===== config.mk =====
export PLATFORM = sky130hd
export DESIGN_NAME = mem_arbiter
export DESIGN_NICKNAME = d
export VERILOG_FILES = /design/src/rtl/mem_arbiter.sv
export SDC_FILE = /design/constraint.sdc
export NUM_CORES = 1
export LEC_CHECK = 0
export ABC_AREA = 1
export CAP_MARGIN = 20
export CORE_AREA = 2 2 107 109
export DETAILED_ROUTE_END_ITERATION = 7
export DIE_AREA = 0 0 109 111
export GPL_TIMING_DRIVEN = 0
export HOLD_SLACK_MARGIN = 0.03
export PLACE_DENSITY = 0.67
export SLEW_MARGIN = 15
export SYNTH_ARGS = -nofsm -noshare
export SYNTH_HDL_FRONTEND = slang
export SYNTH_SLANG_ARGS = --single-unit
export TNS_END_PERCENT = 1

===== constraint.sdc =====
create_clock -name i_clk -period 2.4 [get_ports i_clk]
set_input_delay 0.72 -clock i_clk [delete_from_list [all_inputs] [get_ports i_clk]]
set_output_delay 0.72 -clock i_clk [all_outputs]
set_load 0.02 [all_outputs]

===== src/rtl/mem_arbiter.sv =====
// Single-port memory arbiter between IF and LS ports: LS has priority, a starvation
// counter forces IF through, and an owner register steers the read data back.
module mem_arbiter #(
   parameter int ADDR_W     = 32,
   parameter int DATA_W     = 32,
   parameter int STARVE_MAX = 4,
   parameter int CNT_W      = 3
) (
   input  logic              i_clk,
   input  logic              i_reset,
   input  logic              i_if_req,
   input  logic [ADDR_W-1:0] i_if_addr,
   output logic              o_if_gnt,
   output logic              o_if_rvalid,
   output logic [DATA_W-1:0] o_if_rdata,
   input  logic              i_ls_req,
   input  logic              i_ls_we,
   input  logic [ADDR_W-1:0] i_ls_addr,
   input  logic [DATA_W-1:0] i_ls_wdata,
   input  logic [3:0]        i_ls_bmask,
   output logic              o_ls_gnt,
   output logic              o_ls_rvalid,
   output logic [DATA_W-1:0] o_ls_rdata,
   output logic              o_mem_en,
   output logic              o_mem_we,
   output logic [ADDR_W-1:0] o_mem_addr,
   output logic [DATA_W-1:0] o_mem_wdata,
   output logic [3:0]        o_mem_bmask,
   input  logic [DATA_W-1:0] i_mem_rdata
);

   typedef enum logic [1:0] {NONE, IF_RD, LS_RD, LS_WR} owner_t;

   localparam logic [CNT_W-1:0] STARVE_LIM = CNT_W'(STARVE_MAX);

   owner_t           owner;
   logic [CNT_W-1:0] starve_cnt;
   logic             force_if;

   always_comb begin
      force_if = i_if_req && (starve_cnt == STARVE_LIM);
      o_if_gnt = i_reset && i_if_req && (!i_ls_req || force_if);
      o_ls_gnt = i_reset && i_ls_req && !o_if_gnt;

      o_mem_en    = o_if_gnt || o_ls_gnt;
      o_mem_we    = 1'b0;
      o_mem_addr  = '0;
      o_mem_wdata = '0;
      o_mem_bmask = '0;
      if (o_if_gnt) begin
         o_mem_addr = i_if_addr;
      end else if (o_ls_gnt) begin
         o_mem_we    = i_ls_we;
         o_mem_addr  = i_ls_addr;
         o_mem_wdata = i_ls_wdata;
         o_mem_bmask = i_ls_bmask;
      end
   end

   always_ff @(posedge i_clk) begin
      if (!i_reset) begin
         owner      <= NONE;
         starve_cnt <= '0;
      end else begin
         if (o_if_gnt)
            owner <= IF_RD;
         else if (o_ls_gnt)
            owner <= i_ls_we ? LS_WR : LS_RD;
         else
            owner <= NONE;

         if (i_if_req && !o_if_gnt) begin
            if (starve_cnt != STARVE_LIM)
               starve_cnt <= starve_cnt + 1'b1;
         end else begin
            starve_cnt <= '0;
         end
      end
   end

   // Responses are gated by reset so a grant made just before reset is never answered.
   always_comb begin
      o_if_rvalid = i_reset && (owner == IF_RD);
      o_ls_rvalid = i_reset && ((owner == LS_RD) || (owner == LS_WR));
      o_if_rdata  = o_if_rvalid ? i_mem_rdata : '0;
      o_ls_rdata  = (i_reset && (owner == LS_RD)) ? i_mem_rdata : '0;
   end

endmodule


; ---- Word-level counts from Yosys, hierarchy flattened
; Index checks and enable logic that the tools add are counted.
[op_classes]
addsub = 1
n_eq_ne = 5
muxes = 13
n_bitwise = 2
reduce_logical = 16
[op_table]
columns = op, n
row1 = 32-bit 2-to-1 mux, 6
row2 = 1-bit logical AND, 9
row3 = 4-bit 2-to-1 mux, 2
row4 = 1-bit 2-to-1 mux, 5
row5 = "2-bit == test, second input constant", 2
row6 = "3-bit by 1-bit adder with 3-bit output, second input constant", 1
row7 = "3-bit == test, second input constant", 1
row8 = 1-bit logical OR, 3
row9 = "3-bit inequality test, second input constant", 1
row10 = 3-bit OR reduction, 1
row11 = "2-bit by 1-bit == test with 1-bit output, second input constant", 1
row12 = 1-bit zero test, 2
row13 = 1-bit NOT, 2
row14 = 2-bit AND reduction, 1
[word_totals]
register_bits = 5
inputBits = 137
out_inout_bits = 138
elab_cells = 40

; ---- Logic depth before layout (Yosys ltp)
[depth]
word_depth = 8
depth_mapped = 9
mapped_depth_nobuf = 7

; ---- Least setup slack after synthesis
; No wires, ideal clock.
[synth_timing]
kind = input port to output port
startpoint = input port i_if_req
endpoint = output port o_mem_wdata[10]
arrival_ps = 1545
required_time_ps = 1680
slack_ps = 135
path_stages = 7
path_buffers = 2
path_cell_list = nand2_1 inv_2 nand2_2 nand2_1 buf_4 buf_6 nor2_2
[synth_between]
elab_chain_len = 7
elab_cells_between_ends = 8
[synth_rtl]
columns = element, line
row1 = start: declaration, 11  ; input logic i_if_req,
row2 = 1-bit logical AND, 41  ; force_if = i_if_req && (starve_cnt == STARVE_LIM);
row3 = 1-bit logical OR, 42  ; o_if_gnt = i_reset && i_if_req && (!i_ls_req || force_if);
row4 = 1-bit logical AND (*), 42
row5 = 1-bit zero test, 43  ; o_ls_gnt = i_reset && i_ls_req && !o_if_gnt;
row6 = 1-bit logical AND, 43
row7 = 32-bit 2-to-1 mux, 52  ; end else if (o_ls_gnt) begin
row8 = 32-bit 2-to-1 mux (*), 50  ; if (o_if_gnt) begin
row9 = end: declaration, 27  ; output logic [DATA_W-1:0] o_mem_wdata,
; Mark *: on every way between the ends. The rest lies on a longest branch, timed or not.

; ---- Worst setup path in the final report
[layout_timing]
startpoint = input port i_reset
endpoint = output port o_mem_addr[8]
[layout_between]
elab_chain_len = 6
elab_cells_between_ends = 7
[layout_rtl]
columns = element, line
row1 = start: declaration, 10  ; input logic i_reset,
row2 = 1-bit logical AND (2 in a row), 42
row3 = 1-bit zero test, 43
row4 = 1-bit logical AND, 43
row5 = 32-bit 2-to-1 mux, 52
row6 = 32-bit 2-to-1 mux (*), 50
row7 = end: declaration, 26  ; output logic [ADDR_W-1:0] o_mem_addr,
; Marked as above.

==> flow_metrics.env <==
export IMPL_grtUsageMet1=0.142
export IMPL_io_buffers=274
export IMPL_synth_most_common_cell="nor2_1"
export IMPL_max_freq_ghz=0.418
export IMPL_cts_max_level=1
export IMPL_finalSetupViolations=0
export IMPL_grt_max_degree=11
export IMPL_grt_pass1_wl_um=13600
export IMPL_ctsHoldBuffers=0
export IMPL_rsz0062_at_grt="yes"
export IMPL_die_x_um=109
export IMPL_wl_per_cell_um=12.2
export IMPL_die_h_um=111
export IMPL_synth_area_mux_share=0
export IMPL_start_util=0.129
export IMPL_yosysWarnings=0
export IMPL_r2r_start="starve_cnt[1]"
export IMPL_power_leakage_nw=2.66
export IMPL_cts_buffer_depth=2
export IMPL_design_area_um2=4790
export IMPL_fill_cells=1119
export IMPL_whs_endpoint="starve_cnt[0]"
export IMPL_synth_simple_area_share=0.611
export IMPL_syn_to_final_growth_pct=237
export IMPL_finalClockSkew_ns=0.00233
export IMPL_critPathRequiredTime_ns=1.68
export IMPL_r2r_end="owner[1]"
export IMPL_outcome="complete, no violations"
export IMPL_pin_count=275
export IMPL_crit_path_max_fanout=5
export IMPL_whs_ns=0.425
export IMPL_period_needed_ns=2.39
export IMPL_placed_area_um2=4350
export IMPL_synth_edf_count=0
export IMPL_async_flop_share=0
export IMPL_finalHoldViolations=0
export IMPL_cp_arrival_ns=1.67
export IMPL_antenna_found_initial=0
export IMPL_synthAdderAreaFrac=0.0176
export IMPL_syn_area_um2=1420
export IMPL_cpMaxStageDelayCell="a21oi_4"
export IMPL_drcViolationCount=0
export IMPL_yosysUniqueCellTypes=18
export IMPL_r2r_cells=10
export IMPL_worstMarginPinSlew_ns=0.252
export IMPL_root_buffer="clkbuf_16"
export IMPL_clk_pin_slew_ns=0.04
export IMPL_dr_first_iter_drc_count=111
export IMPL_vdd_drop_max_mv=0.159
export IMPL_hold_depth=1
export IMPL_p_per_area_nw_per_um2=238
export IMPL_ys_top_cells_by_area="nor2_1, inv_1, nand2_1, nand3_1, dfxtp_1"
export IMPL_met3_usage=0.0288
export IMPL_grt_remaining_overflow=0
export IMPL_worstSetupStartpointType="primary input"
export IMPL_clock_sinks=5
export IMPL_grt_busiest_layer="met2"
export IMPL_die_area_um2=12100
export IMPL_synth_common_cells="nor2_1, inv_1, nand2_1"
export IMPL_num_rows=39
export IMPL_synth_top_area_cell="nor2_1"
export IMPL_crit_type="in -> out"
export IMPL_grt_pass1_vias=2895
export IMPL_vias_per_cell=3.93
export IMPL_drive_above_1_share=0.396
export IMPL_cts_tree="built"
export IMPL_coreArea_um2=11100
export IMPL_use_met2=0.278
export IMPL_track_usage=0.139
export IMPL_diodes=0
export IMPL_dpl_hpwl_um=7370
export IMPL_dr_pass1_iters=4
export IMPL_synth_xor_xnor_area_share=0.00615
export IMPL_gp_congestion=0.814
export IMPL_synth_area_per_cell_um2=4.42
export IMPL_hold_path_startpoint="starve_cnt[0]"
export IMPL_relSlewSlack=0.833
export IMPL_yosysTopAreaCellShare=0.253
export IMPL_wl_um=9300
export IMPL_finalSetupTns_ns=0
export IMPL_drt_antenna_violating_nets=0
export IMPL_synth_cells=322
export IMPL_cpMostUsedCell="buf_6"
export IMPL_clock_latency_ns=0.23
export IMPL_fin_crit_sh=0.996
export IMPL_ys_seq_elements=5
export IMPL_postLayoutCoreUtil=0.433
export IMPL_synth_compound_area_share=0.0132
export IMPL_endpoint_kind="primary output"
export IMPL_synth_nets=461
export IMPL_synthFlopType="dfxtp_1"
export IMPL_seq_area_frac_synth=0.0703
export IMPL_vias=3000
export IMPL_r2r_setup_slack_ns=1.04
export IMPL_max_stage_delay_ns=0.16
export IMPL_hold_path_class="reg -> reg"
export IMPL_nets=761
export IMPL_max_cap_violations=0
export IMPL_finalMaxSlewViolations=0
export IMPL_cp_cell_sequence="buf_8, nand2_4, buf_6, a21oi_4, buf_6, buf_8, nand2_1, nand2_1, buf_6"
export IMPL_numCtsBuffers=3
export IMPL_synth_top_family_by_area="simple AND/OR/NAND/NOR gates"
routing by layer:
metal | vias up | share of wire
li1 | 1507 | -
met1 | 1324 | 0.36
met2 | 156 | 0.54
met3 | 13 | 0.090
met4 | 0 | 0.014
met5 | - | 0
sequential cells by signal, summed over array words and instances (netlist names):
signal,flops
owner,2
starve_cnt,3
placed cells by master (no fill, tap or decap), types with 5 or more instances in the layout:
cell	count
clkdlybuf4s50_1	134
inv_1	72
nor2_1	67
buf_2	62
nand2_1	61
buf_6	54
buf_4	38
nand3_1	32
nor2_2	21
nor2_4	16
buf_8	9
nand2_2	8
inv_2	5
cell families after synthesis:
group,after synthesis
and+or+nand+nor,213
adders and majority gates,2
buffers and inverters,98
AOI/OAI and AO/OA,3
xor gates and xnor gates,1
DFF,5
metrics by stage:
step                power, W  setup WS (ns)  std cells
floorplan           0.000339          0.135        322
global placement    0.000759          -1.10        739
detailed placement  0.000765          -1.15        739
CTS                  0.00112        -0.0406        760
global route         0.00121        -0.0591        764
finish               0.00114        0.00867        764
power breakdown:
group          internal (W)  switching (W)  total [W]
logic              0.000429       0.000343   0.000772
clock network      0.000218      0.0000613   0.000280
registers         0.0000868     0.00000192  0.0000888
layout make-up:
cell class              count  area, um^2  area share
plain buffers              18         243      0.0507
multi-input cells         219        1170       0.244
flip-flops and latches      5         103      0.0214
inverters                  78         298      0.0621
repair buffers            297        2720       0.568
clock inverters             1        5.00     0.00104
well taps                 143         179      0.0373
clock buffers               3        75.1      0.0157
worst max-delay path: cells and delay by family:
family,cells,cell delay (ns)
buffers and inverters,5,0.58
AOI/OAI and AO/OA,1,0.16
and+or+nand+nor,3,0.21
how the worst max path moves through the flow:
stage                       start  slack (ns)         endpoint
finish                    i_reset       0.009    o_mem_addr[8]
global route        starve_cnt[1]       -0.06    o_mem_addr[8]
CTS                       i_reset       -0.04    o_mem_addr[3]
detailed placement        i_reset       -1.15   o_mem_addr[27]
global placement          i_reset       -1.10  o_mem_wdata[14]
floorplan                i_if_req        0.14  o_mem_wdata[10]
what timing repair did:
action | in CTS | in global routing
pin swaps | 10 | 15
resized for setup | 752 | 49
cloned | 5 | 1
buffers inserted | 13 | 4
hold endpoints to repair | 0 | 0
setup endpoints to repair | 138 | 114
Note: power is estimated with default switching activity, not from simulation.
